`src/rtl/ic_fill_ctrl_if.sv`:
```
// Signal bundle joining the fetch cache, the miss-fill sequencer
// and the shared memory arbiter.
interface ic_fill_ctrl_if;
    logic         ic_miss;
    logic [14:0]  ic_miss_addr;
    logic         ic_flush;
    logic         mem_req;
    logic [14:0]  mem_addr;
    logic         mem_gnt;
    logic         mem_rvalid;
    logic [31:0]  mem_rdata;
    logic [255:0] ic_fill_data;
    logic         ic_miss_ack;
    logic         ic_fill_busy;

    modport master (
        input  ic_miss,
        input  ic_miss_addr,
        input  ic_flush,
        input  mem_gnt,
        input  mem_rvalid,
        input  mem_rdata,
        output mem_req,
        output mem_addr,
        output ic_fill_data,
        output ic_miss_ack,
        output ic_fill_busy
    );

    modport slave (
        output ic_miss,
        output ic_miss_addr,
        output ic_flush,
        output mem_gnt,
        output mem_rvalid,
        output mem_rdata,
        input  mem_req,
        input  mem_addr,
        input  ic_fill_data,
        input  ic_miss_ack,
        input  ic_fill_busy
    );
endinterface

```
`src/rtl/ic_fill_ctrl.sv`:
```
// Instruction-cache miss-fill sequencer: requests a 32 B line from the
// memory arbiter, assembles eight 32-bit beats and strobes the cache fill.
module ic_fill_ctrl #(
    parameter int BEATS = 8
) (
    input  logic           clk,
    input  logic           rst_n,
    ic_fill_ctrl_if.master bus
);
    typedef enum logic [2:0] {
        IDLE, REQ, XFER, DRAIN, FILL, DONE
    } state_t;

    state_t       state;
    state_t       state_nxt;
    logic [2:0]   cnt;
    logic [14:0]  addr_q;
    logic [255:0] line_q;
    logic         beat_vld;
    logic [31:0]  beat_data;
    logic         burst;
    logic         take;
    logic         last_beat;
    logic         unused_ok;

    assign burst     = (state == XFER) || (state == DRAIN);
    assign take      = beat_vld && burst;
    assign last_beat = take && (cnt == 3'(BEATS - 1));
    assign unused_ok = ^bus.ic_miss_addr[4:0];

    always_ff @(posedge clk or negedge rst_n) begin
        if (!rst_n) begin
            state <= IDLE;
        end else begin
            state <= state_nxt;
        end
    end

    always_comb begin
        state_nxt = state;
        unique case (state)
            IDLE: begin
                if (bus.ic_miss && !bus.ic_flush) state_nxt = REQ;
            end
            REQ: begin
                // a grant commits the burst even when a flush lands with it
                if (bus.mem_gnt) state_nxt = bus.ic_flush ? DRAIN : XFER;
                else if (bus.ic_flush) state_nxt = IDLE;
            end
            XFER: begin
                if (last_beat) state_nxt = bus.ic_flush ? IDLE : FILL;
                else if (bus.ic_flush) state_nxt = DRAIN;
            end
            DRAIN: begin
                if (last_beat) state_nxt = IDLE;
            end
            FILL:    state_nxt = DONE;
            DONE:    state_nxt = IDLE;
            default: state_nxt = IDLE;
        endcase
    end

    always_comb begin
        bus.mem_req      = 1'b0;
        bus.ic_miss_ack  = 1'b0;
        bus.ic_fill_busy = 1'b1;
        unique case (state)
            IDLE:    bus.ic_fill_busy = 1'b0;
            REQ:     bus.mem_req = 1'b1;
            FILL:    bus.ic_miss_ack = 1'b1;
            default: ;
        endcase
    end

    // beats are staged one cycle before being merged into the line
    always_ff @(posedge clk or negedge rst_n) begin
        if (!rst_n) begin
            beat_vld  <= 1'b0;
            beat_data <= '0;
        end else begin
            beat_vld  <= bus.mem_rvalid && burst;
            beat_data <= bus.mem_rdata;
        end
    end

    always_ff @(posedge clk or negedge rst_n) begin
        if (!rst_n) begin
            addr_q <= '0;
            line_q <= '0;
            cnt    <= '0;
        end else begin
            if (state == IDLE && state_nxt == REQ) begin
                addr_q <= {bus.ic_miss_addr[14:5], 5'b0};
                line_q <= '0;
            end
            if (state == REQ && bus.mem_gnt) begin
                cnt <= '0;
            end else if (take) begin
                cnt <= cnt + 3'd1;
            end
            if (take && state == XFER) begin
                line_q[{cnt, 5'b0} +: 32] <= beat_data;
            end
        end
    end

    assign bus.mem_addr     = addr_q;
    assign bus.ic_fill_data = line_q;
endmodule

```
`src/flat_wrapper.sv`:
```
// flat-port wrapper written by rule: the top's interface ports become plain ports
module ic_fill_ctrl_flat 
#(
    parameter int BEATS = 8
)
  (clk, rst_n, bus_ic_miss, bus_ic_miss_addr, bus_ic_flush, bus_mem_gnt, bus_mem_rvalid, bus_mem_rdata, bus_mem_req, bus_mem_addr, bus_ic_fill_data, bus_ic_miss_ack, bus_ic_fill_busy);
  ic_fill_ctrl_if bus_i ();
  input  logic clk;
  input  logic rst_n;
  input wire logic [$bits(bus_i.ic_miss)-1:0] bus_ic_miss;
  input wire logic [$bits(bus_i.ic_miss_addr)-1:0] bus_ic_miss_addr;
  input wire logic [$bits(bus_i.ic_flush)-1:0] bus_ic_flush;
  input wire logic [$bits(bus_i.mem_gnt)-1:0] bus_mem_gnt;
  input wire logic [$bits(bus_i.mem_rvalid)-1:0] bus_mem_rvalid;
  input wire logic [$bits(bus_i.mem_rdata)-1:0] bus_mem_rdata;
  output wire logic [$bits(bus_i.mem_req)-1:0] bus_mem_req;
  output wire logic [$bits(bus_i.mem_addr)-1:0] bus_mem_addr;
  output wire logic [$bits(bus_i.ic_fill_data)-1:0] bus_ic_fill_data;
  output wire logic [$bits(bus_i.ic_miss_ack)-1:0] bus_ic_miss_ack;
  output wire logic [$bits(bus_i.ic_fill_busy)-1:0] bus_ic_fill_busy;
  assign bus_i.ic_miss = bus_ic_miss;
  assign bus_i.ic_miss_addr = bus_ic_miss_addr;
  assign bus_i.ic_flush = bus_ic_flush;
  assign bus_i.mem_gnt = bus_mem_gnt;
  assign bus_i.mem_rvalid = bus_mem_rvalid;
  assign bus_i.mem_rdata = bus_mem_rdata;
  assign bus_mem_req = bus_i.mem_req;
  assign bus_mem_addr = bus_i.mem_addr;
  assign bus_ic_fill_data = bus_i.ic_fill_data;
  assign bus_ic_miss_ack = bus_i.ic_miss_ack;
  assign bus_ic_fill_busy = bus_i.ic_fill_busy;
  ic_fill_ctrl #(.BEATS(BEATS)) u_core (.clk(clk), .rst_n(rst_n), .bus(bus_i));
endmodule
```
`config.mk`:
```
export PLATFORM = sky130hd
export DESIGN_NAME = ic_fill_ctrl_flat
export DESIGN_NICKNAME = d
export VERILOG_FILES = /design/src/rtl/ic_fill_ctrl_if.sv /design/src/rtl/ic_fill_ctrl.sv /design/src/flat_wrapper.sv
export SDC_FILE = /design/constraint.sdc
export NUM_CORES = 1
export LEC_CHECK = 0
export ABC_AREA = 1
export CAP_MARGIN = 25
export CORE_ASPECT_RATIO = 2
export CORE_UTILIZATION = 49
export CTS_CLUSTER_DIAMETER = 120
export DETAILED_ROUTE_END_ITERATION = 6
export PLACE_DENSITY = 0.8
export SYNTH_ARGS = -nofsm -noshare
export SYNTH_HDL_FRONTEND = slang
export SYNTH_SLANG_ARGS = --single-unit
```
`constraint.sdc`:
```
create_clock -name clk -period 2.8 [get_ports clk]
set_input_delay 0.56 -clock clk [delete_from_list [all_inputs] [get_ports clk]]
set_output_delay 0.56 -clock clk [all_outputs]
set_load 0.005 [all_outputs]
```
==> results of run 1 <==
kinds of logic (layout without fill, tap and decap cells):
logic type,Yosys count,count (layout)
adder cells (fa/ha/maj),6,6
AO/OA/AOI/OAI,12,12
AND/OR/NAND/NOR,920,920
flip-flops,305,305
other,1,6
buffers and inverters,171,470
critical path: stages (launching register included):
cell and delay (ns):
dfrtp_1 0.50, nor2_1 0.19, inv_1 0.10, nor2_4 0.25, inv_1 0.06, clkdlybuf4s50_1 0.44
path summary, 6_finish.rpt:
| check | startpoint | end | slack (ns) | depth (start not counted) |
|---|---|---|---|---|
| setup reg to reg | u_core.cnt[1]$_DFFE_PN0P_ | u_core.bus.ic_fill_data[154]$_DFF_PN0_ | 0.38 | 10 |
| max in group asynchronous | rst_n | u_core.bus.ic_fill_data[133]$_DFF_PN0_ | 1.98 | 2 |
| setup / recovery | u_core.state[0]$_DFF_PN0_ | bus_ic_fill_busy | 0.16 | 5 |
| min in group clk | bus_mem_rdata[10] | u_core.beat_data[10]$_DFF_PN0_ | 0.46 | 1 |
| hold reg to reg | u_core.bus.mem_addr[6]$_DFFE_PN0P_ | u_core.bus.mem_addr[6]$_DFFE_PN0P_ | 0.48 | 2 |
| hold / removal | rst_n | u_core.bus.ic_fill_data[167]$_DFF_PN0_ | 0.04 | 1 |
layer usage:
layer / GRT usage (%) / part of all wire [%] / vias up
li1: - / - / 5231
met2: 52.5 / 52 / 596
met4: 19.4 / 6.6 / 0
met1: 36.8 / 35 / 5566
met5: 0 / 0 / -
met3: 3.39 / 6.3 / 139
metrics by stage:
step	utilization [%]	area [sq um]	hold WS, ns
4_1_cts	68.0	17200	0.0666
3_3_place_gp	64.6	16300	0.456
6_report	68.1	17200	0.0406
2_1_floorplan	-	12700	0.264
3_5_place_dp	64.6	16300	0.457
5_1_grt	68.1	17200	0.0908
layout make-up:
cell class	count	area, sq um
inverter	54	203
tap	336	420
fill	1977	8040
multi-input combinational	943	4360
clock buffer	36	739
clock inverter	10	106
timing repair buffer	370	3740
sequential	305	7630
antenna	1	2.50
flip-flops by register name, summed over array words and instances (netlist names):
signal	count
u_core.beat_vld	1
u_core.bus.ic_fill_data	256
u_core.cnt	3
u_core.beat_data	32
u_core.bus.mem_addr	10
u_core.state	3
timing repair:
item	CTS	global route
gates resized for setup	1	0
setup buffers	0	5
hold buffers	0	0
setup endpoints to repair	1	1
pin swaps	0	1
power groups by stage:
stage / Clock [mW] / Sequential, mW / Combinational [mW]
after floorplan: 0 / 7.35 / 3.15
after global routing: 3.83 / 7.56 / 9.17
after CTS: 3.69 / 7.37 / 8.45
after detailed placement: 0 / 7.42 / 8.39
after global placement: 0 / 7.36 / 8.17
final: 3.64 / 7.38 / 8.44
Yosys cell counts:
cell        n
a21oi_1     4
a21oi_2     2
a31o_2      1
and2_1      1
buf_1      16
buf_2      55
buf_4       6
clkbuf_1   40
clkinv_1    1
conb_1      1
dfrtp_1   305
ha_1        6
inv_1      48
inv_2       5
nand2_1   415
nand2_2     1
nand3_1   374
nand3_2     1
nand3b_1    1
nand4_1    60
nor2_1     33
nor2_2      2
nor2_4      2
nor3_1     29
nor3_2      1
o21ai_0     5
==> impl_results.md, run 1 <==
* Fin crit share at 94.2%
* Crit path required time at 2.24 ns
* CP Capture Type: primary output
* Slew headroom at 50.9%
* # Max-Cap Violations at 0
* Drt first-iter violations at 831
* Num CTS Buffers at 26
* PD cells at 1130 mW/mm^2
* Status: completed
* H-tree depth at 1
* Final wirelength at 40,200 um
* Sw Pwr at 6.96 mW
* Via/cell ratio at 5.61
* Fin worst setup slack at 0.162 ns
* Pre-antenna DRT Iters at 7
* Die area at 0.0265 sq mm
* Internal at 12.5 mW
* Synthesized instance count at 1,415
* Hold crit path type: in -> async
* Commonest non-fill, non-tap cell in the layout: nand2_1
* Clock power frac at 18.7%
* Fin Setup TNS at 0 ns
* Largest family of logic cells by synthesized area: simple AND/OR/NAND/NOR gates
* DRC at 0
* Worst-path maximum fanout at 8
* Layout cell share with drive strength beyond 1 at 6.64%
* # clock sinks at 305
* Core area at 0.0252 sq mm
* RSZ-0062 raised after global routing: false
* PortBufs at 316
* Vias at 11.5k
* First-pass GRT wire length at 62,900 um
* Comb power frac at 43.4%
* Sequential area share after synthesis at 60.3%
* Crit path DAT at 2.08 ns
* Count of cell types in the netlist at 26
* Sequential share of power at 37.9%
* Synth Area in Compound Gates at 0.563%
* Adder-Cell Fraction of Synth Area at 0.593%
* Synth Area in Simple Gates at 32.8%
* CTS tree: built
* Placer Congestion at 0.874
* Synth warnings at 0
* Post-synthesis cell area at 0.0127 sq mm
* Initial Util at 50.2%
* Bufs on Longest Clock Path at 3
* Peak VDD IR at 656 uV
* Total Power at 19.5 mW
* Row count at 82
* Initial antenna violation count at 1
* Nets@finish at 1,759
* Commonest cells after routing, fill and taps aside: nand2_1 (414), nand3_1 (374), clkdlybuf4s50_1 (315), dfrtp_1 (305), nand4_1 (60)
* Synth top area share at 60.3%
* Yosys reg bits at 305
* Routed length per instance at 19.6 um
* Largest net degree at the start of global routing at 98
* Dpl cells at 2,003
* Switching share of power at 35.8%
* Place WS at 0.436 ns
* Die Height at 229 um
* Post-Synth XOR/XNOR Area at 0%
* Slew @ Worst Pin at 0.736 ns
* Clk Latency, worst-skew pair at 0.54 ns
* Detail Route Antenna Nets at 0
* CP Launch Type: flop
* Fin. max-slew vios at 0
* GRT Overall Usage at 30.9%
* Area contributors post-synth: dfrtp_1 (60%), nand3_1 (15%), nand2_1 (12%)
* I/O pins at 327
* Final Setup Violations at 0
* Vias in the first global route at 11.5k
* Cell leakage power at 8.75 nW
* Clock skew at 0.0119 ns
* Die X at 116 um
* CTS clk-pin slew, worst paths at 0.07 ns
* Non-Filler Instances at 2,055
* Post-DP HPWL at 27,900 um
* Mux contribution to synthesized area at 0%
* Hold Fails Final Rpt at 0
* Synthesized area per cell at 8.95 sq um
* Gr ovfl total at 0
* Crit Path Category: reg -> out
* Clock Tree Root: clkbuf_16
* Final min period at 2.64 ns
* Yosys top cell by area: dfrtp_1
* Maximum clock frequency at 379 MHz
* Syn-to-layout area delta at 35.8%
No activity file was read; power rests on OpenSTA's default activity.
==> run 2, diff against run 1 <==
- PLACE_DENSITY: 0.8 -> not set
- PLACE_DENSITY_LB_ADDON: not set -> 0.3
==> run 2 against run 1 <==
Compared with the run above:
- flip-flop and latch count unchanged
- clock skew increased by 0.0042 ns
- count of clock-buffer cells in the layout increased by 6
- hold slack better by 0.40 ns
- critical path depth fell by 1
- clock power increased by 5%
- routed wire length decreased by 2.3%
- critical path type unchanged
==> impl_results.md, run 2 (same netlist as run 1, synthesis figures left out) <==
* Met3 Use GR at 4.15% (+0.77 points)
* DRC at 0 (unchanged)
* Final Setup Violations at 0 (unchanged)
* # Max-Cap Violations at 0 (unchanged)
* Gr ovfl total at 0 (unchanged)
* Hold crit path type: in -> reg
* Layout cell share with drive strength beyond 1 at 5.96% (-0.67 points)
* RSZ-0062 raised after global routing: false
* CP Launch Type: flop
* Worst r2r dst: u_core.bus.ic_fill_data[62]$_DFF_PN0_
* Fin Setup TNS at 0 ns (unchanged)
* Place WS at 0.394 ns (-0.0419 ns)
* Met1 Use GR at 35.8% (-0.95 points)
* Fin worst setup slack at 0.247 ns (+0.0847 ns)
* Delay-heaviest family, CP: buffers and inverters
* Worst setup path start: u_core.state[0]$_DFF_PN0_
* Final wirelength at 39,300 um (-2.3%)
* PD cells at 1140 mW/mm^2 (+0.37%)
* Maximum clock frequency at 392 MHz (+3.3%)
* Routed length per instance at 19.2 um (-2.0%)
* CTS clk-pin slew, worst paths at 0.07 ns (about the same)
* Placer Congestion at 0.845 (-3.4%)
* Levels on crit path at 4 (-1)
* Status: completed
* H-tree depth at 1 (unchanged)
* Reg2reg start: u_core.cnt[1]$_DFFE_PN0P_
* Drt first-iter violations at 885 (+6.5%)
* Slew headroom at 56.2% (+5.3 points)
* Die Height at 229 um (unchanged)
* Cell leakage power at 8.70 nW (-0.51%)
* Crit path required time at 2.24 ns (about the same)
* Bufs on Longest Clock Path at 3 (unchanged)
* Fin. max-slew vios at 0 (unchanged)
* Dpl cells at 1,997 (-0.30%)
* Non-Filler Instances at 2,048 (-0.34%)
* Via/cell ratio at 5.58 (-0.57%)
* Clock Tree Root: clkbuf_16
* GRT Max-Usage Layer: met2
* Commonest cells after routing, fill and taps aside: nand2_1 (414), nand3_1 (374), clkdlybuf4s50_1 (315), dfrtp_1 (305), nand4_1 (60)
* Worst Path Buf+Inv at 2 (-1)
* Core area at 0.0252 sq mm (unchanged)
* First-pass GRT wire length at 62,000 um (-1.4%)
* Initial Util at 50.2% (unchanged)
* Die X at 116 um (unchanged)
* Design area at 0.0171 sq mm (-0.39%)
* Vias in the first global route at 11.2k (-2.4%)
* Die area at 0.0265 sq mm (unchanged)
* CP max stage delay at 0.56 ns (+0.06 ns)
* CP Capture Point: bus_ic_miss_ack
* Filler cell count at 2,024 (+2.4%)
* I/O pins at 327 (unchanged)
* CP max stage cell: clkdlybuf4s50_1
* Clock skew at 0.0161 ns (+0.00424 ns)
* Peak VDD IR at 746 uV (+14%)
* Nets@finish at 1,750 (-0.51%)
* # clock sinks at 305 (unchanged)
* Num CTS Buffers at 27 (+3.8%)
* Vias at 11.4k (-0.91%)
* Clk Latency, worst-skew pair at 0.55 ns (about the same)
* Worst-path maximum fanout at 7 (-1)
* CP Capture Type: primary output
* PortBufs at 316 (unchanged)
* Largest net degree at the start of global routing at 113 (+15%)
* Reg2reg path depth at 9 (-1)
* Routing usage on met2 at 52.0% (-0.47 points)
* Hold Fails Final Rpt at 0 (unchanged)
* Final min period at 2.55 ns (-0.0847 ns)
* CTS tree: built
* GRT Overall Usage at 30.4% (-0.47 points)
* Commonest non-fill, non-tap cell in the layout: nand2_1
* Post-DP HPWL at 27,600 um (-1.1%)
* Pre-antenna DRT Iters at 5 (-2)
* Area after DPL at 0.0162 sq mm (-0.58%)
* Detail Route Antenna Nets at 0 (unchanged)
* Critical path, cell by cell: nor2_1, inv_1, nor2_1, clkdlybuf4s50_1
* Crit Path Category: reg -> out
* Max reg flops at 256 (unchanged)
* Initial antenna violation count at 1 (unchanged)
* Postcts setup bufs at 0 (unchanged)
* Fin crit share at 91.2% (-3.0 points)
* Crit path DAT at 1.99 ns (-0.09 ns)
* Row count at 82 (unchanged)
* Slew @ Worst Pin at 0.657 ns (-0.0791 ns)
* Syn-to-layout area delta at 35.2%
* R2R setup slack at 0.48 ns (+0.10 ns)
* Most frequent CP cell: nor2_1
-- run 2: area by class of cell --
type                            count  area, sq um  share of cell area (%)
Antenna cell                        1         2.50                  0.0146
Clock buffer                       42          792                    4.62
Clock inverter                      7          114                   0.665
Inverter                           54          203                    1.18
Multi-Input combinational cell    943         4350                    25.4
Sequential cell                   305         7630                    44.6
Tap cell                          336          420                    2.45
Timing Repair Buffer              360         3610                    21.1
-- run 2: power breakdown --
part	internal [mW]	switching (mW)
clock	2.22	1.60
combinational	4.19	4.05
sequential	6.19	1.20
total	12.6	6.85
-- run 2: stage by stage --
step                hold slack [ns]  power (mW)  util, %
floorplan                     0.264        10.5        -
global placement              0.454        15.4     64.2
detailed placement            0.458        15.7     64.2
CTS                           0.427        19.6     67.9
global route                  0.430        20.6     67.9
finish                        0.440        19.5     67.9
-- run 2: worst min path at each step --
stage                                              from                                  end  cells after the start
floorplan                                         rst_n        u_core.beat_data[0]$_DFF_PN0_                      0
global placement     u_core.bus.mem_addr[9]$_DFFE_PN0P_   u_core.bus.mem_addr[9]$_DFFE_PN0P_                      2
detailed placement  u_core.bus.mem_addr[12]$_DFFE_PN0P_  u_core.bus.mem_addr[12]$_DFFE_PN0P_                      2
CTS                                   bus_mem_rdata[13]       u_core.beat_data[13]$_DFF_PN0_                      1
global route                           bus_mem_rdata[4]        u_core.beat_data[4]$_DFF_PN0_                      1
finish                                bus_mem_rdata[13]       u_core.beat_data[13]$_DFF_PN0_                      1
-- run 2: routing by layer --
metal | wire (um) | vias to the layer above | part of all wire, %
met3 | 2480 | 123 | 6.3
li1 | - | 5217 | -
met5 | 0 | - | 0
met2 | 20400 | 515 | 52
met4 | 2520 | 0 | 6.4
met1 | 13800 | 5572 | 35
-- run 2: what timing repair did --
item	in CTS	in global routing
gates resized for setup	0	0
hold buffers	1	0
hold endpoints to repair	55	0
